--- config.mk ---
export PLATFORM = sky130hd
export DESIGN_NAME = ddp_pkt_fifo
export DESIGN_NICKNAME = d
export VERILOG_FILES = /design/src/rtl/ddp_pkg.sv /design/src/rtl/ddp_pkt_fifo_ram.sv /design/src/rtl/ddp_pkt_fifo.sv
export SDC_FILE = /design/constraint.sdc
export NUM_CORES = 2
export LEC_CHECK = 0
export CAP_MARGIN = 30
export CORE_MARGIN = 3
export CORE_UTILIZATION = 33
export CTS_BUF_LIST = sky130_fd_sc_hd__clkbuf_8
export CTS_CLUSTER_DIAMETER = 40
export DETAILED_ROUTE_END_ITERATION = 6
export PLACE_DENSITY = 0.5
export SLEW_MARGIN = 10
export SYNTH_ARGS = -nofsm -noshare
export SYNTH_HDL_FRONTEND = slang
export SYNTH_MEMORY_MAX_BITS = 65536
export SYNTH_SLANG_ARGS = --single-unit
--- constraint.sdc ---
create_clock -name clock -period 28 [get_ports clock]
set_clock_uncertainty 0.15 [all_clocks]
set_input_delay 2.8 -clock clock [delete_from_list [all_inputs] [get_ports clock]]
set_output_delay 2.8 -clock clock [all_outputs]
set_load 0.05 [all_outputs]
--- src/rtl/ddp_pkg.sv ---
// rtl/ddp_pkg.sv - shared DDP packet widths and buffer defaults
package ddp_pkg;

    // Packet word layout: 256-bit payload plus 11 control bits.
    localparam int DDP_PAYLOAD_W = 256;
    localparam int DDP_CTRL_W    = 11;
    localparam int DDP_PKT_W     = DDP_PAYLOAD_W + DDP_CTRL_W;

    // Default packet buffer geometry between assembly and cut stages.
    localparam int DDP_FIFO_DEPTH  = 16;
    localparam int DDP_FIFO_AF_LVL = 12;

    // Structured view of a packet word; the buffer itself treats it as opaque bits.
    typedef struct packed {
        logic [DDP_CTRL_W-1:0]    ctrl;
        logic [DDP_PAYLOAD_W-1:0] payload;
    } ddpPkt_t;

    // Width of an occupancy count able to hold 0..depth inclusive.
    function automatic int ddpLevelWidth(input int depth);
        return $clog2(depth) + 1;
    endfunction

endpackage

--- src/rtl/ddp_pkt_fifo_ram.sv ---
// rtl/ddp_pkt_fifo_ram.sv - simple dual-port packet storage with registered read
module ddp_pkt_fifo_ram
    import ddp_pkg::*;
#(
    parameter int DATA_W = DDP_PKT_W,
    parameter int DEPTH  = DDP_FIFO_DEPTH,
    parameter int ADDR_W = $clog2(DEPTH)
) (
    input  logic              clock,
    input  logic              reset,
    input  logic              wrEn,
    input  logic [ADDR_W-1:0] wrAddr,
    input  logic [DATA_W-1:0] wrData,
    input  logic              rdEn,
    input  logic [ADDR_W-1:0] rdAddr,
    output logic [DATA_W-1:0] rdData
);

    // Storage array is never cleared so it can map onto block RAM.
    logic [DATA_W-1:0] mem [DEPTH];

    // Synchronous write port.
    always_ff @(posedge clock) begin
        if (wrEn) begin
            mem[wrAddr] <= wrData;
        end
    end

    // Synchronous read port; the output register holds its value between reads
    // and is the only part of the RAM that is reset.
    always_ff @(posedge clock or negedge reset) begin
        if (!reset) begin
            rdData <= '0;
        end else if (rdEn) begin
            rdData <= mem[rdAddr];
        end
    end

endmodule

--- src/rtl/ddp_pkt_fifo.sv ---
// rtl/ddp_pkt_fifo.sv - DDP packet buffer between assembly and cut stages
module ddp_pkt_fifo
    import ddp_pkg::*;
#(
    parameter int DATA_W = DDP_PKT_W,
    parameter int DEPTH  = DDP_FIFO_DEPTH,
    parameter int AF_LVL = DDP_FIFO_AF_LVL,
    parameter int LVL_W  = ddpLevelWidth(DEPTH)
) (
    input  logic              clock,
    input  logic              reset,
    input  logic              ddpPktPush,
    input  logic [DATA_W-1:0] ddpPktDataIn,
    output logic              ddpPktFull,
    output logic              ddpPktAFull,
    input  logic              ddpPktPop,
    output logic [DATA_W-1:0] ddpPktDataOut,
    output logic              ddpPktDataValid,
    output logic              ddpPktEmpty,
    output logic [LVL_W-1:0]  ddpPktLevel,
    output logic              ddpPktOvfErr,
    output logic              ddpPktUdfErr
);

    localparam int IDX_W = LVL_W - 1;

    // Pointers carry one extra wrap bit above the index so full and empty
    // are distinguishable when the indices coincide.
    logic [LVL_W-1:0] wrPtr;
    logic [LVL_W-1:0] rdPtr;
    logic [LVL_W-1:0] wrPtrNxt;
    logic [LVL_W-1:0] rdPtrNxt;
    logic [LVL_W-1:0] levelNxt;
    logic             pushOk;
    logic             popOk;
    logic             fullNxt;
    logic             emptyNxt;
    logic             aFullNxt;

    // Accept decisions use the registered flags, so a push while full or a pop
    // while empty is rejected even when the other side moves in the same cycle.
    always_comb begin
        pushOk = ddpPktPush && !ddpPktFull;
        popOk  = ddpPktPop && !ddpPktEmpty;
    end

    // Next pointer values and the flags derived from them; pointer arithmetic
    // wraps naturally modulo 2*DEPTH.
    always_comb begin
        wrPtrNxt = wrPtr + {{(LVL_W-1){1'b0}}, pushOk};
        rdPtrNxt = rdPtr + {{(LVL_W-1){1'b0}}, popOk};
        levelNxt = wrPtrNxt - rdPtrNxt;
        emptyNxt = (wrPtrNxt == rdPtrNxt);
        fullNxt  = (wrPtrNxt[IDX_W-1:0] == rdPtrNxt[IDX_W-1:0]) &&
                   (wrPtrNxt[IDX_W] != rdPtrNxt[IDX_W]);
        aFullNxt = (levelNxt >= LVL_W'(AF_LVL));
    end

    // Pointers and registered status flags update on the same edge.
    always_ff @(posedge clock or negedge reset) begin
        if (!reset) begin
            wrPtr       <= '0;
            rdPtr       <= '0;
            ddpPktLevel <= '0;
            ddpPktEmpty <= 1'b1;
            ddpPktFull  <= 1'b0;
            ddpPktAFull <= 1'b0;
        end else begin
            wrPtr       <= wrPtrNxt;
            rdPtr       <= rdPtrNxt;
            ddpPktLevel <= levelNxt;
            ddpPktEmpty <= emptyNxt;
            ddpPktFull  <= fullNxt;
            ddpPktAFull <= aFullNxt;
        end
    end

    // Sticky misuse flags, cleared only by reset.
    always_ff @(posedge clock or negedge reset) begin
        if (!reset) begin
            ddpPktOvfErr <= 1'b0;
            ddpPktUdfErr <= 1'b0;
        end else begin
            if (ddpPktPush && ddpPktFull) begin
                ddpPktOvfErr <= 1'b1;
            end
            if (ddpPktPop && ddpPktEmpty) begin
                ddpPktUdfErr <= 1'b1;
            end
        end
    end

    // Read-data valid pulses the cycle after an accepted pop, aligned with the
    // RAM's registered read output.
    always_ff @(posedge clock or negedge reset) begin
        if (!reset) begin
            ddpPktDataValid <= 1'b0;
        end else begin
            ddpPktDataValid <= popOk;
        end
    end

    ddp_pkt_fifo_ram #(
        .DATA_W (DATA_W),
        .DEPTH  (DEPTH),
        .ADDR_W (IDX_W)
    ) uRam (
        .clock  (clock),
        .reset  (reset),
        .wrEn   (pushOk),
        .wrAddr (wrPtr[IDX_W-1:0]),
        .wrData (ddpPktDataIn),
        .rdEn   (popOk),
        .rdAddr (rdPtr[IDX_W-1:0]),
        .rdData (ddpPktDataOut)
    );

endmodule

==> run metrics <==
Power Density ~110 mW/mm^2; cell area after synthesis 0.171 sq mm; die area 0.526 sq mm; Setup-failing EPs final 0; layout cells sized above 1 33.6%; GRT Overall Usage 16.0%; vias in the first global route approximately 83,000; core area 0.514 sq mm; Clk pin slew, worst setup/hold paths around 0.060 ns; Yosys top cell area share 75.1%; register bit total from synthesis 4,560; Longest Clk Path Bufs 4; initial core utilization 33.2%; worst-path fanout max 40; post-synthesis sequential area ratio 79.3%; largest net degree at the start of global routing about 140; worst hold path type reg -> reg; TNS Setup 0 ns; CTS buffer count 782; worst-margin pin slew 1.01 ns; Antenna Nets Post-Route 0; clock root cell clkbuf_8; Yosys warning count 0; DR DRC count 0; Final period util 25.8%; post_cts resized 0; CTS tree done; syn avg cell area about 26 sq um; routability cong. 0.717; Leakage approximately 64 nW; Switching Share between 30% and 40%; slowest CP cell buf_4; max_cap viols 0; Crit path largest cell delay 0.78 ns; Die Wd 725 um; Mapped Cells 6,571; first-pass GRT wire length around 620 mm; most frequent cells in the layout 4,272 x edfxtp_1, 1,335 x mux4_2, 816 x clkbuf_8; Slew Viols, Final 0; Area Growth Syn to Fin 17.7%; Worst Path Required 28.67 ns; Final nets ~8,000; CP endpoint kind register; final hold violations 0; leading area contributor after synthesis edfxtp_1; drt first pass iters 5; Worst slew margin 32.5%; die height 725 um; Largest delay share family, worst path buffers and inverters; CTS H-tree lvls 6; routed length per placed instance 28.1 um; DR iter-0 viols 5,855; DP HPWL 234 mm; Sink Count 4,560; GRT Residual Overflow 0; share of power burned in registers 41.1%; CP dominant cell by count buf_4; worst skew pair latency 1.30 ns; status complete, no violations; row cnt about 260; Crit path buffers/inverters 5; worst vdd ir 90.1 uV; Clk pwr share 28.1%; Hold Buf Count CTS 0; crit-path cells clkdlybuf4s50_1, nor2b_1, nand3_1, nor2_4, buf_4, buf_4, buf_4, buf_4; Mapped Nets 6,849; CP arrival between 7 and 8 ns; CP startpoint kind input pin; vias per cell approximately 5; Crit Path Class in -> reg; largest cells by area after synthesis edfxtp_1 75%, mux4_2 18%, dfrtp_1 4.2%, mux2_2 1.8%, clkbuf_1 0.42%; via count ~76,000; Peak Freq around 140 MHz; unrepaired setup endpoints after global routing false; Post-CTS Setup Repair Bufs 0; num ports 549; I/O Buffers 548; sw power 6.83 mW; WL final 431 mm; Comb power frac between 30% and 40%; leading cell type in the layout, fill and taps excluded edfxtp_1; Final Hold Slack 0.311 ns; P_int around 15 mW; Final min period ~7.2 ns; Netlist cell types 30; initial antenna violation count 114
area by class of cell:
cell class                 count  area, sq um
antenna                       21         52.6
clock buffer                 816        11200
clock inverter               620         4500
fill                       45526       313000
inverter                      10         37.5
multi-input combinational   1671        33700
sequential                  4560       136000
tap                         6890         8620
timing repair buffer         736         7390
flip-flops by register name, indices dropped and copies added (netlist names):
signal           flops
wrPtr                5
ddpPktLevel          5
ddpPktFull           1
ddpPktOvfErr         1
ddpPktUdfErr         1
ddpPktEmpty          1
uRam.mem          4272
ddpPktDataValid      1
rdPtr                5
ddpPktAFull          1
uRam.rdData        267
kinds of logic after synthesis:
kind of cell,synth area share [%]
AND/OR/NAND/NOR,0.114
buffers and inverters,1.01
XOR/XNOR,0.0667
flip-flops,79.3
AO/OA/AOI/OAI,0.0315
adder cells (fa/ha/maj),0.0572
multiplexers,19.4
power by group through the flow:
| stage | logic, mW | registers (mW) | clock network [mW] |
|---|---|---|---|
| 3_5_place_dp | 6.73 | 8.94 | 0 |
| 3_3_place_gp | 6.69 | 8.91 | 0 |
| 4_1_cts | 6.75 | 8.81 | 6.19 |
| 5_1_grt | 6.99 | 8.84 | 6.50 |
| 6_report | 6.58 | 8.76 | 5.99 |
| 2_1_floorplan | 3.83 | 9.77 | 0 |
Yosys cell counts:
| cell type | number |
|---|---|
| dfrtp_1 | 287 |
| a21oi_1 | 1 |
| clkbuf_1 | 190 |
| xor2_1 | 7 |
| nor3_1 | 4 |
| nand3_1 | 6 |
| or3b_2 | 1 |
| ha_1 | 7 |
| nand4_1 | 1 |
| nor2b_1 | 3 |
| nor2_1 | 15 |
| buf_4 | 15 |
| edfxtp_1 | 4272 |
| buf_6 | 45 |
| nand3b_1 | 2 |
| dfstp_2 | 1 |
| nand2_1 | 4 |
| and2_1 | 1 |
| inv_1 | 10 |
| buf_1 | 31 |
| xnor2_1 | 6 |
| o22ai_1 | 2 |
| o211ai_1 | 1 |
| mux4_2 | 1335 |
| a21o_1 | 3 |
| a31oi_1 | 1 |
| nand2b_1 | 3 |
| maj3_1 | 1 |
| buf_2 | 49 |
| mux2_2 | 267 |
layer usage:
metal	track usage [%]	share of wire (%)	vias up
li1	-	-	31211
met3	2.85	5.1	741
met4	3.40	1.9	32
met1	22.0	43	42122
met5	0	0.050	-
met2	26.9	50	2211
worst register-to-register path: stages (launching register included):
cell and delay, ns:
dfrtp_4 0.93, buf_4 0.74, buf_4 0.71, buf_4 0.79
buf_4 0.71, buf_4 0.79, mux4_2 0.70, mux4_2 0.46
mux2_2 0.27
per-stage QoR:
stage | utilization (%) | area, sq um | std cells | power (mW) | worst slack (ns)
floorplan | - | 171000 | 6571 | 13.6 | 5.11
CTS | 39.0 | 201000 | 15296 | 21.7 | 20.59
finish | 39.1 | 201000 | 15324 | 21.3 | 20.76
global placement | 35.9 | 185000 | 13851 | 15.6 | 19.42
global route | 39.1 | 201000 | 15310 | 22.3 | 20.67
detailed placement | 36.0 | 185000 | 13860 | 15.7 | 19.42
final timing paths:
kind,start,to,slack (ns),depth (start not counted)
worst max-delay path,ddpPktPush,uRam.mem[15][251],20.76,8
worst min-delay path,ddpPktUdfErr,ddpPktUdfErr,0.31,1
worst max register to register,rdPtr[0],uRam.rdData[206],21.55,8
worst min register to register,ddpPktUdfErr,ddpPktUdfErr,0.31,1
max in group asynchronous,reset,rdPtr[0],23.92,4
min in group asynchronous,reset,uRam.rdData[62],1.39,1
No activity file was read; power rests on OpenSTA's default activity.
